[config.mk]
export PLATFORM = sky130hd
export DESIGN_NAME = fifo_wr_stream_adapter
export DESIGN_NICKNAME = d
export VERILOG_FILES = /design/src/rtl/fifo_wr_stream_adapter.sv
export SDC_FILE = /design/constraint.sdc
export NUM_CORES = 1
export LEC_CHECK = 0
export BUFFER_PORTS_ARGS = -buffer_cell sky130_fd_sc_hd__buf_2
export CELL_PAD_IN_SITES_DETAIL_PLACEMENT = 1
export CELL_PAD_IN_SITES_GLOBAL_PLACEMENT = 1
export CORE_AREA = 3 3 82 84
export DETAILED_ROUTE_END_ITERATION = 7
export DIE_AREA = 0 0 85 87
export PLACE_DENSITY = 0.87
export REMOVE_ABC_BUFFERS = 1
export SLEW_MARGIN = 40
export SYNTH_ARGS = -nofsm -noshare
export SYNTH_HDL_FRONTEND = slang
export SYNTH_SLANG_ARGS = --single-unit
[constraint.sdc]
create_clock -name clk -period 2.7 [get_ports clk]
set_input_delay 0.405 -clock clk [delete_from_list [all_inputs] [get_ports clk]]
set_output_delay 0.405 -clock clk [all_outputs]
set_load 0.01 [all_outputs]
[src/rtl/fifo_wr_stream_adapter.sv]
// rtl/fifo_wr_stream_adapter.sv - write-domain stream front end for the async FIFO
//
// Accepts a valid/ready word stream into a 2-entry skid buffer and drains it
// into the FIFO write port only while w_full is low. Keeps saturating write
// and full-stall counters plus a sticky write-error flag.
//
// Ports:
//   clk, wrst_n          write-domain clock, async active-low reset
//   s_valid/s_ready/s_data   producer stream (s_ready registered)
//   w_enable/w_data      FIFO write strobe and data (w_enable combinational on w_full)
//   w_full, write_error  FIFO status inputs
//   clr_stats            synchronous clear of the statistics
//   wr_count, stall_count, err_sticky   statistics outputs
module fifo_wr_stream_adapter #(
    parameter int DATA_W = 8,
    parameter int CNT_W  = 16
) (
    input  logic              clk,
    input  logic              wrst_n,
    input  logic              s_valid,
    output logic              s_ready,
    input  logic [DATA_W-1:0] s_data,
    output logic              w_enable,
    output logic [DATA_W-1:0] w_data,
    input  logic              w_full,
    input  logic              write_error,
    input  logic              clr_stats,
    output logic [CNT_W-1:0]  wr_count,
    output logic [CNT_W-1:0]  stall_count,
    output logic              err_sticky
);

    localparam logic [1:0] OCC_EMPTY = 2'd0;
    localparam logic [1:0] OCC_ONE   = 2'd1;
    localparam logic [1:0] OCC_TWO   = 2'd2;

    logic [DATA_W-1:0] mem_q [0:1];
    logic [DATA_W-1:0] mem_d [0:1];
    logic              head_q, head_d;
    logic              tail_q, tail_d;
    logic [1:0]        occ_q, occ_d;
    logic              s_ready_q, s_ready_d;
    logic [CNT_W-1:0]  wr_count_q, wr_count_d;
    logic [CNT_W-1:0]  stall_count_q, stall_count_d;
    logic              err_sticky_q, err_sticky_d;

    logic              acc;
    logic              drain;
    logic              stall;

    always_comb begin
        acc   = s_valid & s_ready_q;
        drain = (occ_q != OCC_EMPTY) & ~w_full;
        stall = (occ_q != OCC_EMPTY) & w_full;

        mem_d = mem_q;
        if (acc) begin
            mem_d[tail_q] = s_data;
        end

        head_d = head_q ^ drain;
        tail_d = tail_q ^ acc;

        occ_d = occ_q;
        case ({acc, drain})
            2'b10:   occ_d = occ_q + 2'd1;
            2'b01:   occ_d = occ_q - 2'd1;
            default: occ_d = occ_q;
        endcase

        // Ready is decided one cycle ahead from the next occupancy, so a
        // registered ready can never let a third word in.
        s_ready_d = (occ_d != OCC_TWO);

        wr_count_d = wr_count_q;
        if (clr_stats) begin
            wr_count_d = '0;
        end else if (drain && (wr_count_q != {CNT_W{1'b1}})) begin
            wr_count_d = wr_count_q + CNT_W'(1);
        end

        stall_count_d = stall_count_q;
        if (clr_stats) begin
            stall_count_d = '0;
        end else if (stall && (stall_count_q != {CNT_W{1'b1}})) begin
            stall_count_d = stall_count_q + CNT_W'(1);
        end

        // A new error in the clearing cycle must not be lost.
        err_sticky_d = write_error | (err_sticky_q & ~clr_stats);
    end

    // Buffer contents are never reset; occupancy alone says what is valid.
    always_ff @(posedge clk) begin
        mem_q <= mem_d;
    end

    always_ff @(posedge clk or negedge wrst_n) begin
        if (!wrst_n) begin
            head_q        <= 1'b0;
            tail_q        <= 1'b0;
            occ_q         <= OCC_EMPTY;
            s_ready_q     <= 1'b0;
            wr_count_q    <= '0;
            stall_count_q <= '0;
            err_sticky_q  <= 1'b0;
        end else begin
            head_q        <= head_d;
            tail_q        <= tail_d;
            occ_q         <= occ_d;
            s_ready_q     <= s_ready_d;
            wr_count_q    <= wr_count_d;
            stall_count_q <= stall_count_d;
            err_sticky_q  <= err_sticky_d;
        end
    end

    assign s_ready     = s_ready_q;
    assign w_enable    = drain;
    assign w_data      = mem_q[head_q];
    assign wr_count    = wr_count_q;
    assign stall_count = stall_count_q;
    assign err_sticky  = err_sticky_q;

endmodule

==> impl_results.md, run 1 <==
* Status: finished, final reports clean
* Crit-path slowest cell: nor4_4
* Hpwl dp at 5.69 mm
* ANT cells at 0
* Max Cap Violations at 0
* Clk_skew at 0.0119 ns
* Number of remaining DRC errors at 0
* Layout area overhead at 17.3%
* Final wirelength at 7.78 mm
* Initial detailed-routing violation count at 204
* Setup TNS at 0 ns
* Main combinational cell family by area after synthesis: simple AND/OR/NAND/NOR gates
* HP Class: primary input to asynchronous set/reset pin
* Io pins at 57
* Static Leak at 1.35 nW
* Kind of critical path: flip-flop to flip-flop
* Row count at 28
* Post-Synth Simple-Gate Area at 21.1%
* Rel. slew slack at 66.0%
* Post-synthesis area per instance at 10.9 um2
* WL/cell at 20.5 um
* Resized cells post-CTS at 0
* Seq/Total Area, Yosys at 53.4%
* Mux cell area share after synthesis at 5.37%
* R2R Setup Slk at 0.63 ns
* Worst-Skew Late Latency at 0.32 ns
* Synth Area in XOR/XNOR at 1.31%
* Crit path DAT at 2.30 ns
* Final nets at 322
* YS warnings at 0
* Synth area leaders: dfrtp_1 (35%), edfxtp_1 (18%), mux2_2 (4.6%)
* VDD IR max at 0.000316 V
* Post-synth EDFFs at 16
* Hold_buf cts at 0
* Top FF cell, synth: dfrtp_1
* Slew Limit Fails at 0
* Drt pass-1 iters at 4
* Post-synthesis adder-cell area fraction at 2.34%
* Starting density of the core at 44.7%
* Placed Cells at 371
* PwrDens at 639 nW/um2
* Postcts setup bufs at 0
* Gpl congestion at 0.833
* Final Critical Period at 2.07 ns
* H-tree depth at 2
* Final setup viols at 0
* Worst Reg-to-Reg Cells at 6
* First-pass GRT wire length at 12.7 mm
* Initial antenna violation count at 0
* Clock sinks at 54
* Synth async-reset ratio at 70.4%
* CP Cell Sequence: ha_1 > nand4_1 > nor4_4 > buf_4 > o21ai_0 > a21oi_1
* Synthesized cell area at 2680 um2
* Pre-CTS setup slack at 0.645 ns
* Width of the die at 85 um
* Tot GR Track Use at 21.8%
* Worst r2r src: stall_count[0]
* Number of global-route vias before repair at 2,451
* Clk buf depth at 2
* Largest net degree at the start of global routing at 39
* Total power draw at 0.00201 W
* Core footprint at 5990 um2
* Layout cells sized above 1 at 28.0%
* CTS tree: yes
* Maximum clock rate at 0.484 GHz
* Top-area cell type share of the netlist area at 35.5%
* Crit path required time at 2.93 ns
* Final Non-Filler Cells at 379
* Grt total ovfl at 0
* Die H at 87 um
* Worst r2r dst: stall_count[0]
* Quantity of I/O buffers inserted on ports at 56
* Vias at 2,295
* Filler cells at 692
* Crit share post-route at 76.6%
* Startpoint Class: flip-flop
* Final worst slack at 0.633 ns
* Register bit total from synthesis at 54
* Final Hold Vio Count at 0
* Synth Area in Compound Gates at 13.9%
* Remaining antenna violation count at 0
* Final hold slack at 0.0544 ns
* Clock transition at path regs at 0.11 ns
* CP Capture Type: flip-flop
* Via/cell ratio at 6.06
* Yosys cell types at 47
* RSZ-0062 raised after global routing: false
* Total Die Area at 7400 um2
* Root buffer cell: clkbuf_8
* Worst Max-Slew Pin Slew at 0.510 ns
* Yosys top cell by area: dfrtp_1
* Largest stage delay, worst path at 0.54 ns
* Cells after Synth at 245
* Critical path fanouts, max at 11
* Num CTS Buffers at 5
[area by class of cell]
type	count	area [um2]	share of cell area (%)
sequential	54	1430	45.6
multi-input combinational	174	1180	37.5
timing repair buffer	61	320	10.2
tap	75	93.8	2.99
clock buffer	5	68.8	2.19
inverter	7	26.3	0.836
clock inverter	3	23.8	0.757
[critical path: cells and delay by family, from the launching register on]
kind            cells  cell delay [ns]
compound gates      2             0.25
buf+inv             1             0.25
simple gates        2             0.83
flops               1             0.44
fa+ha+maj           1             0.23
[cell usage after synthesis (all sizes together) (8+ instances only)]
| cell | n |
|---|---|
| o21ai | 13 |
| a21oi | 18 |
| nand2 | 18 |
| nand4 | 11 |
| or4 | 9 |
| mux2 | 11 |
| nor2 | 8 |
| dfrtp | 38 |
| or3 | 11 |
| edfxtp | 16 |
[how the worst max path moves through the flow]
stage                               from              end  slack [ns]  cells past startpoint
after floorplan                 occ_q[0]          s_ready        0.71                      6
after global placement            w_full      wr_count[9]        0.73                      5
after detailed placement          w_full     wr_count[15]        0.65                      5
after CTS                 stall_count[0]   stall_count[0]        0.61                      6
after global routing      stall_count[0]  stall_count[11]        0.42                      6
final                     stall_count[0]   stall_count[0]        0.63                      6
[placed cells by master (no fill, tap or decap), types with 4 or more instances in the layout]
| cell | Yosys | layout |
|---|---|---|
| o31ai_1 | 7 | 7 |
| buf_4 | 1 | 6 |
| o21ai_0 | 12 | 12 |
| nand2_1 | 18 | 18 |
| clkbuf_8 | 0 | 5 |
| nor3_1 | 7 | 7 |
| and3_1 | 6 | 6 |
| nand4_1 | 11 | 11 |
| or4_1 | 7 | 7 |
| dfrtp_1 | 38 | 38 |
| inv_1 | 6 | 6 |
| a21oi_1 | 18 | 18 |
| o21a_1 | 4 | 4 |
| ha_1 | 5 | 5 |
| nand3_1 | 6 | 6 |
| mux2_2 | 11 | 11 |
| nor2_1 | 8 | 8 |
| or3_1 | 11 | 11 |
| buf_2 | 2 | 55 |
| edfxtp_1 | 16 | 16 |
[logic make-up (layout without fill, tap and decap cells)]
kind of cell	Yosys count	count (layout)
AND/OR/NAND/NOR	94	94
multiplexers	13	13
AO/OA/AOI/OAI	58	58
buffers and inverters	17	76
adder cells (fa/ha/maj)	5	5
XOR/XNOR	4	4
flip-flops	54	54
[layer usage]
| metal | global-route usage [%] | routed length, um | vias up |
|---|---|---|---|
| met4 | 7.34 | 141 | 0 |
| met1 | 24.7 | 3040 | 1167 |
| met5 | 0 | 0 | - |
| met3 | 3.88 | 378 | 10 |
| met2 | 41.2 | 4230 | 63 |
| li1 | - | - | 1055 |
[report_power, final]
| group | total [W] | internal (W) | switching, W |
|---|---|---|---|
| logic | 0.000483 | 0.000215 | 0.000268 |
| registers | 0.00105 | 0.000955 | 0.0000946 |
| clock network | 0.000473 | 0.000186 | 0.000287 |
| total | 0.00201 | 0.00136 | 0.000650 |
[sequential cells by signal, summed over array words and instances (netlist names)]
| name | count |
|---|---|
| tail_q | 1 |
| occ_q | 2 |
| mem_q | 16 |
| wr_count | 16 |
| head_q | 1 |
| err_sticky | 1 |
| s_ready | 1 |
| stall_count | 16 |
[stage by stage]
step                      instance area (um2)  util [%]
after global routing                     3140      52.4
after global placement                   3050      50.9
after floorplan                          2640         -
after detailed placement                 3050      50.9
final                                    3140      52.4
after CTS                                3140      52.4
Power figures use the tool's default switching activity.
==> run 2: changes to the inputs <==
--- a/config.mk
+++ b/config.mk
@@ -8,10 +8,10 @@
 export BUFFER_PORTS_ARGS = -buffer_cell sky130_fd_sc_hd__buf_2
 export CELL_PAD_IN_SITES_DETAIL_PLACEMENT = 1
 export CELL_PAD_IN_SITES_GLOBAL_PLACEMENT = 1
-export CORE_AREA = 3 3 82 84
+export CORE_AREA = 3 3 88 90
 export DETAILED_ROUTE_END_ITERATION = 7
-export DIE_AREA = 0 0 85 87
-export PLACE_DENSITY = 0.87
+export DIE_AREA = 0 0 91 93
+export PLACE_DENSITY = 0.81
 export REMOVE_ABC_BUFFERS = 1
 export SLEW_MARGIN = 40
 export SYNTH_ARGS = -nofsm -noshare
==> constraint.sdc (replaced) <==
create_clock -name clk -period 1.7 [get_ports clk]
set_input_delay 0.255 -clock clk [delete_from_list [all_inputs] [get_ports clk]]
set_output_delay 0.255 -clock clk [all_outputs]
set_load 0.01 [all_outputs]
==> run 2 against run 1 <==
Net effect: critical endpoint is now wr_count[9]; the run now ends with negative setup slack left; global-route usage is 2.7 points lower; flip-flop and latch count unchanged; critical path depth down 2; largest cell class unchanged; highest routed layer unchanged.
==> impl_results.md, run 2 (synthesis results as in run 1) <==
* Layout area overhead at 42.9%
* Crit share post-route at 106% (+30 points)
* Filler cells at 828 (+20%)
* WL/cell at 19.2 um (-6.4%)
* Rel. slew slack at 70.5% (+4.5 points)
* Final Critical Period at 1.80 ns (-0.263 ns)
* Worst path most repeated cell: or4_4
* Clk_skew at 0.00540 ns (-0.00652 ns)
* Crit path DAT at 2.05 ns (-0.25 ns)
* CP Launch Point: wr_count[3]
* Setup TNS at -0.564 ns (-0.564 ns)
* Number of remaining DRC errors at 0 (unchanged)
* Largest stage delay, worst path at 0.55 ns (about the same)
* Hpwl dp at 5.72 mm (+0.49%)
* Commonest non-fill, non-tap cell in the layout: buf_2
* CTS tree: yes
* Slew Limit Fails at 0 (unchanged)
* Via/cell ratio at 5.57 (-8.1%)
* Worst hold start: write_error
* Vias at 2,589 (+13%)
* Final Hold Vio Count at 0 (unchanged)
* Maximum clock rate at 0.554 GHz (+15%)
* Critical path fanouts, max at 3 (-8)
* Quantity of I/O buffers inserted on ports at 56 (unchanged)
* Kind of critical path: flip-flop to flip-flop
* Status: finished, violations left
* Final setup viols at 11 (+11)
* Layout cells sized above 1 at 48.6% (+21 points)
* Core footprint at 7140 um2 (+19%)
* Total power draw at 0.00337 W (+68%)
* Worst Max-Slew Pin Slew at 0.442 ns (-0.0677 ns)
* Number of global-route vias before repair at 2,657 (+8.4%)
* H-tree depth at 2 (unchanged)
* Num CTS Buffers at 5 (unchanged)
* Final wirelength at 8.94 mm (+15%)
* Final core occ at 53.6% (+1.2 points)
* CP Capture Type: flip-flop
* Row count at 31 (+11%)
* Total Die Area at 8460 um2 (+14%)
* First-pass GRT wire length at 13.1 mm (+3.0%)
* VDD IR max at 0.000463 V (+46%)
* Failing checks: negative setup slack
* Post-placement cell area at 3410 um2 (+12%)
* Tot GR Track Use at 19.1% (-2.7 points)
* Clock transition at path regs at 0.10 ns (about the same)
* Clock sinks at 54 (unchanged)
* R2R Setup Slk at -0.10 ns (-0.74 ns)
* Worst-Skew Late Latency at 0.31 ns (about the same)
* Root buffer cell: clkbuf_8
* Grt total ovfl at 0 (unchanged)
* Worst r2r src: wr_count[3]
* Initial detailed-routing violation count at 146 (-28%)
* Final instance area at 3830 um2 (+22%)
* CP Cell Sequence: nand3_2 > or4_4 > or4_4 > a21oi_2
* Drt pass-1 iters at 4 (unchanged)
* Crit path required time at 1.95 ns (-0.98 ns)
* Initial antenna violation count at 0 (unchanged)
* Startpoint Class: flip-flop
* Starting density of the core at 37.5% (-7.2 points)
* HP Class: primary input to flip-flop
* Most frequent cells in the layout: buf_2 (57), buf_4 (56), dfrtp_1 (34)
* Max Cap Violations at 0 (unchanged)
* PwrDens at 882 nW/um2 (+38%)
* Final worst slack at -0.104 ns (-0.737 ns)
* Placed Cells at 436 (+18%)
* Static Leak at 1.69 nW (+25%)
* ANT cells at 0 (unchanged)
* Width of the die at 91 um (+7.1%)
* Gpl congestion at 0.829 (-0.48%)
* Clk buf depth at 2 (unchanged)
* Remaining antenna violation count at 0 (unchanged)
* Largest net degree at the start of global routing at 39 (unchanged)
* Final nets at 384 (+19%)
* Final Non-Filler Cells at 465 (+23%)
* Crit-path slowest cell: or4_4
* Io pins at 57 (unchanged)
* RSZ-0062 raised after global routing: true
* Die H at 93 um (+6.9%)
==> run 2: cell types whose count changed in the layout (fill, tap and decap cells not counted), moves of 4 or more <==
cell	previous run	this run
buf_6	0	7
buf_4	6	56
dfrtp_1	38	34
a21oi_1	18	9
dfrtp_2	0	4
a21oi_2	0	9
==> run 2: worst max-delay path, delay by kind of cell (launching register included) <==
family             cells  cell delay [ns]
and+or+nand+nor        3             1.21
DFF                    1             0.40
AOI/OAI and AO/OA      1             0.13
==> run 2: stage by stage <==
| stage | hold slack (ns) | setup WS [ns] |
|---|---|---|
| 4_1_cts | 0.106 | -0.0696 |
| 3_5_place_dp | 0.245 | -0.196 |
| 5_1_grt | 0.122 | -0.186 |
| 3_3_place_gp | 0.244 | -0.159 |
| 2_1_floorplan | -0.0406 | -0.294 |
| 6_report | 0.113 | -0.104 |
==> run 2: area by class of cell <==
| type | instances | area (um2) | share of cell area [%] |
|---|---|---|---|
| Sequential cell | 54 | 1440 | 37.5 |
| Inverter | 7 | 26.3 | 0.686 |
| Multi-Input combinational cell | 174 | 1320 | 34.4 |
| Clock inverter | 3 | 21.3 | 0.556 |
| Tap cell | 99 | 124 | 3.24 |
| Clock buffer | 5 | 68.8 | 1.80 |
| Timing Repair Buffer | 123 | 835 | 21.8 |
==> run 2: repair_timing <==
item                       in CTS  in global routing
setup endpoints to repair      27                 29
buffers inserted                5                 15
hold endpoints to repair       38                  0
cloned                          0                  1
pin swaps                      12                 16
hold buffers                    1                  0
resized for setup              13                 31
==> run 2: power breakdown <==
group	total (W)	internal, W	switching (W)
Clock	0.000743	0.000290	0.000453
Sequential	0.00164	0.00152	0.000116
Combinational	0.000994	0.000477	0.000518
==> run 2: worst paths after layout <==
path	endpoint	cells after the start
hold / removal	err_sticky	2
min in group asynchronous	stall_count[0]	3
setup reg to reg	wr_count[9]	4
hold reg to reg	err_sticky	1
setup / recovery	wr_count[9]	4
max in group asynchronous	wr_count[1]	3
==> run 2: layer usage <==
layer  vias up  routed length (um)  global-route usage [%]
met5         -                   0                       0
met4         0                 163                    6.03
met3        15                 243                    2.17
met2        61                4860                    34.9
met1      1341                3670                    23.7
li1       1172                   -                       -
